File: src/rtl/step_dir_monitor.sv
// step_dir_monitor: synchronised step/dir decoder with position, step count and sticky timing-violation flags
module step_dir_monitor #(
  parameter int SYNC_STAGES = 2,
  parameter int CNT_W = 32
) (
  input  logic             clk,
  input  logic             reset,
  input  logic             step_in,
  input  logic             dir_in,
  input  logic [CNT_W-1:0] min_setup_n,
  input  logic [CNT_W-1:0] min_pulse_n,
  input  logic [CNT_W-1:0] min_gap_n,
  input  logic             set_pos,
  input  logic [31:0]      pos_val,
  input  logic             clear_errors,
  output logic [31:0]      position,
  output logic [31:0]      step_count,
  output logic             step_stb,
  output logic             last_dir,
  output logic             err_setup,
  output logic             err_pulse,
  output logic             err_gap,
  output logic             err_hold
);
  localparam logic [CNT_W-1:0] ONE = {{(CNT_W-1){1'b0}}, 1'b1};
  logic [SYNC_STAGES-1:0] step_sh, dir_sh;
  logic step_s, dir_s, step_p, dir_p, rise, fall, dchg;
  logic [CNT_W-1:0] dir_cnt, high_cnt, low_cnt, setup_v;
  logic bad_setup, bad_gap, bad_pulse, bad_hold;
  function automatic logic [CNT_W-1:0] inc(input logic [CNT_W-1:0] v);
    return (v == '1) ? v : v + ONE;
  endfunction
  assign step_s    = step_sh[SYNC_STAGES-1];
  assign dir_s     = dir_sh[SYNC_STAGES-1];
  assign rise      = step_s & ~step_p;
  assign fall      = ~step_s & step_p;
  assign dchg      = dir_s ^ dir_p;
  assign setup_v   = dchg ? '0 : dir_cnt;
  assign bad_setup = rise & (min_setup_n != '0) & (setup_v < min_setup_n);
  assign bad_gap   = rise & (min_gap_n != '0) & (low_cnt < min_gap_n);
  assign bad_pulse = fall & (min_pulse_n != '0) & (high_cnt < min_pulse_n);
  assign bad_hold  = dchg & step_s & step_p;
  always_ff @(posedge clk)
    if (reset) begin
      step_sh    <= '0;
      dir_sh     <= '0;
      step_p     <= 1'b0;
      dir_p      <= 1'b0;
      dir_cnt    <= '1;
      low_cnt    <= '1;
      high_cnt   <= '0;
      position   <= '0;
      step_count <= '0;
      step_stb   <= 1'b0;
      last_dir   <= 1'b0;
      err_setup  <= 1'b0;
      err_pulse  <= 1'b0;
      err_gap    <= 1'b0;
      err_hold   <= 1'b0;
    end else begin
      step_sh    <= {step_sh[SYNC_STAGES-2:0], step_in};
      dir_sh     <= {dir_sh[SYNC_STAGES-2:0], dir_in};
      step_p     <= step_s;
      dir_p      <= dir_s;
      dir_cnt    <= dchg ? '0 : inc(dir_cnt);
      high_cnt   <= step_s ? inc(high_cnt) : '0;
      low_cnt    <= step_s ? '0 : inc(low_cnt);
      step_stb   <= rise;
      step_count <= step_count + {31'd0, rise};
      last_dir   <= rise ? dir_s : last_dir;
      position   <= set_pos ? pos_val : rise ? position + (dir_s ? 32'd1 : 32'hFFFF_FFFF) : position;
      err_setup  <= (err_setup & ~clear_errors) | bad_setup;
      err_pulse  <= (err_pulse & ~clear_errors) | bad_pulse;
      err_gap    <= (err_gap & ~clear_errors) | bad_gap;
      err_hold   <= (err_hold & ~clear_errors) | bad_hold;
    end
endmodule

File: config.mk
export PLATFORM = sky130hd
export DESIGN_NAME = step_dir_monitor
export DESIGN_NICKNAME = d
export VERILOG_FILES = /design/src/rtl/step_dir_monitor.sv
export SDC_FILE = /design/constraint.sdc
export NUM_CORES = 1
export LEC_CHECK = 0
export CAP_MARGIN = 20
export CORE_MARGIN = 2
export CORE_UTILIZATION = 65
export CTS_CLUSTER_SIZE = 12
export DETAILED_ROUTE_END_ITERATION = 10
export DONT_BUFFER_PORTS = 1
export GPL_TIMING_DRIVEN = 0
export HOLD_SLACK_MARGIN = 0.05
export PLACE_DENSITY_LB_ADDON = 0.1
export SETUP_SLACK_MARGIN = 0.05
export SYNTH_ARGS = -nofsm -noshare
export SYNTH_HDL_FRONTEND = slang
export SYNTH_SLANG_ARGS = --single-unit
File: constraint.sdc
create_clock -name clk -period 4.5 [get_ports clk]
set_input_delay 0.9 -clock clk [delete_from_list [all_inputs] [get_ports clk]]
set_output_delay 0.9 -clock clk [all_outputs]
set_load 0.02 [all_outputs]
* After elaboration in Yosys (flattened, before gate mapping)
Cells that the tools add are included.
** Storage, ports and cells
- Bits in registers :: 172
** Cells by class
- Bitwise operators :: 22
- Equality and inequality tests :: 5
- Mux-type cells :: 8
- $add $sub $neg :: 5
- Reductions and logical operators :: 5
- Order comparisons :: 3
** Operators by type and width (count)
- $mux 32 :: 8
- $add 32x1->32 const B :: 3
- $eq 32x32->1 const B :: 3
- $lt 32x32->1 :: 3
- $reduce_bool 32->1 :: 3
- $add 32x1->32 :: 1
- $add 32x32->32 :: 1
- $and 1x1->1 :: 14
- $ne 2x2->1 const B :: 2
- $or 1x1->1 :: 4
- $not 1->1 :: 3
- $reduce_bool 2->1 :: 1
- $reduce_or 2->1 :: 1
- $xor 1x1->1 :: 1

* Depth between registers and ports, before layout
- Depth after elaboration :: 5
- Depth in mapped cells :: 12
- Depth with buffers taken out :: 10

* Worst setup path before layout
Ideal clock, no wire load.
- Path type :: register -> register
- From :: register dir_sh[1]
- To :: register position[16]
- Path buffers :: 1
- Path slack :: 1357 ps
- Arrival :: 3048 ps
- Data required time :: 4405 ps
- Setup time :: 95 ps
- Period minus slack after synthesis :: 3143 ps
- Cell stages (with the launch flop) :: 11
- Cells stage by stage :: dfxtp_1 > clkbuf_2 > inv_1 > ha_1 > a2111oi_0 > o21ai_0 > a221oi_1 > o221ai_1 > xor2_1 > nand2_1 > a221oi_1
** On the way
- Word-level cells in the longest chain between the ends :: 4
** Ends and longest elaborated chain
- start: declaration :: line 26 : logic [SYNC_STAGES-1:0] step_sh, dir_sh;
- start signal: assignment :: line 62 : dir_sh <= {dir_sh[SYNC_STAGES-2:0], dir_in};
- $mux 32 :: line 71 : position <= set_pos ? pos_val : rise ? position + (dir_s ? 32'd1 : 32'hFFFF_FFFF) : position;
- $add 32x32->32 :: line 71
- $mux 32 (2 in a row) :: line 71
- end signal: assignment :: line 71
- end: declaration :: line 16 : output logic [31:0] position,
No other way between the ends. The select of a mux whose other input is x is not followed.
A chain may end at the register's enable or synchronous reset.

* Final worst setup path
Ends and elaborated chain as after synthesis.

==> summary.txt <==
Power
  – Cell Int Power: 0.002999 W
  – Sw Share: 0.3375
  – Switching pwr: 0.001527 W
  – Sequential share of power: 0.398
  – Gate power share: 0.269
  – VDD IR max: 0.2816 mV
  – Pwr dens: 344.3 mW/mm2
  – Clock share of power: 0.333
  – Pleak: between 5 and 6 nW

Clock tree
  – H-Tree Depth: 4
  – Clk sink count: about 170
  – Cts hold-fix bufs: 0
  – Post_cts resized: 0
  – CTS buffer count: 17
  – Clock-pin slew on the worst setup and hold paths: 0.06 ns
  – Clk root buf: clkbuf_16
  – Post-CTS Setup Inserts: 0
  – Clock latency on the worst-skew pair: 0.43 ns
  – CTS tree: done
  – Max clock buf depth: 2

Logic synthesis
  – Biggest area consumer among synthesized cells: dfxtp_1
  – Register area share after synthesis: 0.2819
  – Top post-synthesis cells by area: dfxtp_1, ha_1, xnor2_1, o21ai_0, nor2_1
  – Ys Warns: 0
  – Most common cell in the synthesized netlist: dfxtp_1
  – Synth top area share: 0.2819
  – Most frequent cells after synthesis: dfxtp_1, nor2_1, ha_1
  – Top_reg_cell synth: dfxtp_1
  – Post-synthesis cell type count: between 70 and 80
  – Cells after synthesis: 1,558
  – Seq cells post-synth: 172
  – Number of enable flip-flop cells after synthesis: 0
  – Async S/R FF share, synth: 0
  – Mean post-synth cell area: about 8 um2
  – Syn_nets: 1,821
  – Mapped Area: approximately 0.012 mm2

Global routing
  – Overflow after GRT: 0
  – Vias in the first global route: 10,599
  – Largest net degree at the start of global routing: 21
  – Initial antenna violation count: 1
  – Global Route Usage Sum: 0.3197
  – First-pass GRT wire length: 51.78 mm

Setup path
  – Setup crit end kind: flip-flop
  – Type of origin of the critical path: flip-flop
  – CP Max Fanout: 20
  – Critical path required time: between 4 and 5 ns
  – WP data arrival: 4.03 ns
  – Crit path kind: flip-flop to flip-flop

STA
  – Final Hold Fails: 0
  – Setup ws final: 0.7979 ns
  – Min cycle time layout: approximately 3.7 ns
  – Setup violators final: 0
  – Max-slew violations: 0
  – Worst-Margin Slew: 0.9630 ns
  – Setup Skew: 0.01513 ns
  – Slew Limit Headroom: 0.3525
  – Unrepaired setup endpoints after global routing: no
  – Setup TNS: 0 ns
  – Final period utilization: 0.8227
  – Max Clk Rate: 270.1 MHz

Floorplanning
  – Die span in y: 141.1 um
  – # rows: 50
  – Initial Util: 0.6574
  – IO Pins: 204
  – Die X: between 100 and 150 um
  – Core Area: 0.01858 mm2
  – Die ar.: 0.01990 mm2

Place
  – Port Buf Inserts: 0
  – GP Congestion: 0.9482
  – Post-detail-place hpwl: 25.10 mm
  – Setup WS pre-CTS: between 0.8 and 0.9 ns

Layout
  – Area Growth Syn to Fin: 7.621%
  – Nets: between 1,500 and 2,000
  – Layout cells sized above 1: 0.03518

Min path
  – Worst hold path type: flip-flop to flip-flop

Routing
  – Antenna viol nets, final: 0
  – Routed vias/inst: 6.203
  – # DRC: 0
  – Pre-antenna DRT Iters: 7
  – DR iter-0 viols: 752
  – Vias: 11,333
  – Wirelength, routed: between 30 and 40 mm
  – WL/cell: 17.62 um

Run status
  – Run status: finished clean

Job
  – Max_cap viols: 0
-- cells by family after synthesis --
kind of cell	synth area share
buffers and inverters	0.05962
and+or+nand+nor	0.2459
AOI/OAI and AO/OA	0.1838
muxes	0.005737
DFF	0.2819
adders and majority gates	0.1328
xor gates and xnor gates	0.09035
-- worst paths after layout --
kind / from / end / slack [ns] / cells after the start
hold / removal: step_sh[0] / step_sh[1] / 0.45 / 1
setup / recovery: dir_sh[1] / position[16] / 0.80 / 11
setup reg to reg: dir_sh[1] / position[16] / 0.80 / 11
hold reg to reg: step_sh[0] / step_sh[1] / 0.45 / 1
-- area by class of cell --
| cell class | instances | area [um2] |
|---|---|---|
| multi-input combinational | 1200 | 8043 |
| fill | 1578 | 5435 |
| sequential | 172 | 3443 |
| inverter | 122 | 457.9 |
| clock buffer | 18 | 439.2 |
| tap | 234 | 292.8 |
| buffer | 64 | 270.3 |
| clock inverter | 14 | 161.4 |
| timing repair buffer | 2 | 35.03 |
| antenna | 1 | 2.502 |
-- layout by cell type (no fill, tap or decap), types with 15 or more instances in the layout --
master,instances
a21o_1,27
nor2_1,136
or3_1,23
ha_1,128
nand3_1,57
xor2_1,49
nand2_1,107
clkbuf_16,17
nor3_1,45
inv_1,120
dfxtp_1,172
and3_1,27
and2_1,33
o21ai_0,118
clkbuf_1,50
nor4_1,36
xnor2_1,77
nor2b_1,15
a21oi_1,96
nand4_1,57
-- registers in the layout, summed over array words and instances, names as in the netlist --
| register | count |
|---|---|
| dir_cnt | 32 |
| dir_p | 1 |
| dir_sh | 2 |
| err_gap | 1 |
| err_hold | 1 |
| err_pulse | 1 |
| err_setup | 1 |
| high_cnt | 32 |
| last_dir | 1 |
| low_cnt | 32 |
| position | 32 |
| step_count | 32 |
| step_p | 1 |
| step_sh | 2 |
| step_stb | 1 |
-- metrics by stage --
step | power, W | hold slack (ns) | util | instances | instance area [um2]
global route | 0.004781 | 0.4698 | 0.7075 | 1827 | 13150
detailed placement | 0.003029 | 0.4334 | 0.6746 | 1793 | 12530
floorplan | 0.002756 | 0.4138 | - | 1558 | 12210
CTS | 0.004529 | 0.4482 | 0.7069 | 1825 | 13140
global placement | 0.002995 | 0.4207 | 0.6731 | 1792 | 12510
finish | 0.004526 | 0.4533 | 0.7075 | 1827 | 13150
-- critical path, stage by stage, from the launching register on --
cell and delay [ns]:
dfxtp_1 0.31, clkbuf_2 0.17, inv_1 0.30, buf_16 0.28, fa_1 0.43, a211oi_1 0.36, o21ai_0 0.28, a221oi_1 0.58
o221ai_1 0.31, xor2_1 0.21, nand2_1 0.09, a221oi_1 0.27
-- per-layer routing --
layer | global-route usage | part of all wire | vias to the layer above | wire (um)
met4 | 0.09632 | 0.018 | 0 | 593
li1 | - | - | 5647 | -
met1 | 0.4256 | 0.44 | 5220 | 14110
met3 | 0.07167 | 0.083 | 47 | 2674
met5 | 0 | 0 | - | 0
met2 | 0.5204 | 0.46 | 419 | 14820
-- power groups by stage --
stage          combinational, W  clock (W)  sequential (W)
6_report                0.00122    0.00151         0.00180
3_3_place_gp            0.00117          0         0.00183
3_5_place_dp            0.00120          0         0.00183
5_1_grt                 0.00138    0.00158         0.00182
2_1_floorplan          0.000968          0         0.00179
4_1_cts                 0.00121    0.00152         0.00180
Power figures use the tool's default switching activity.
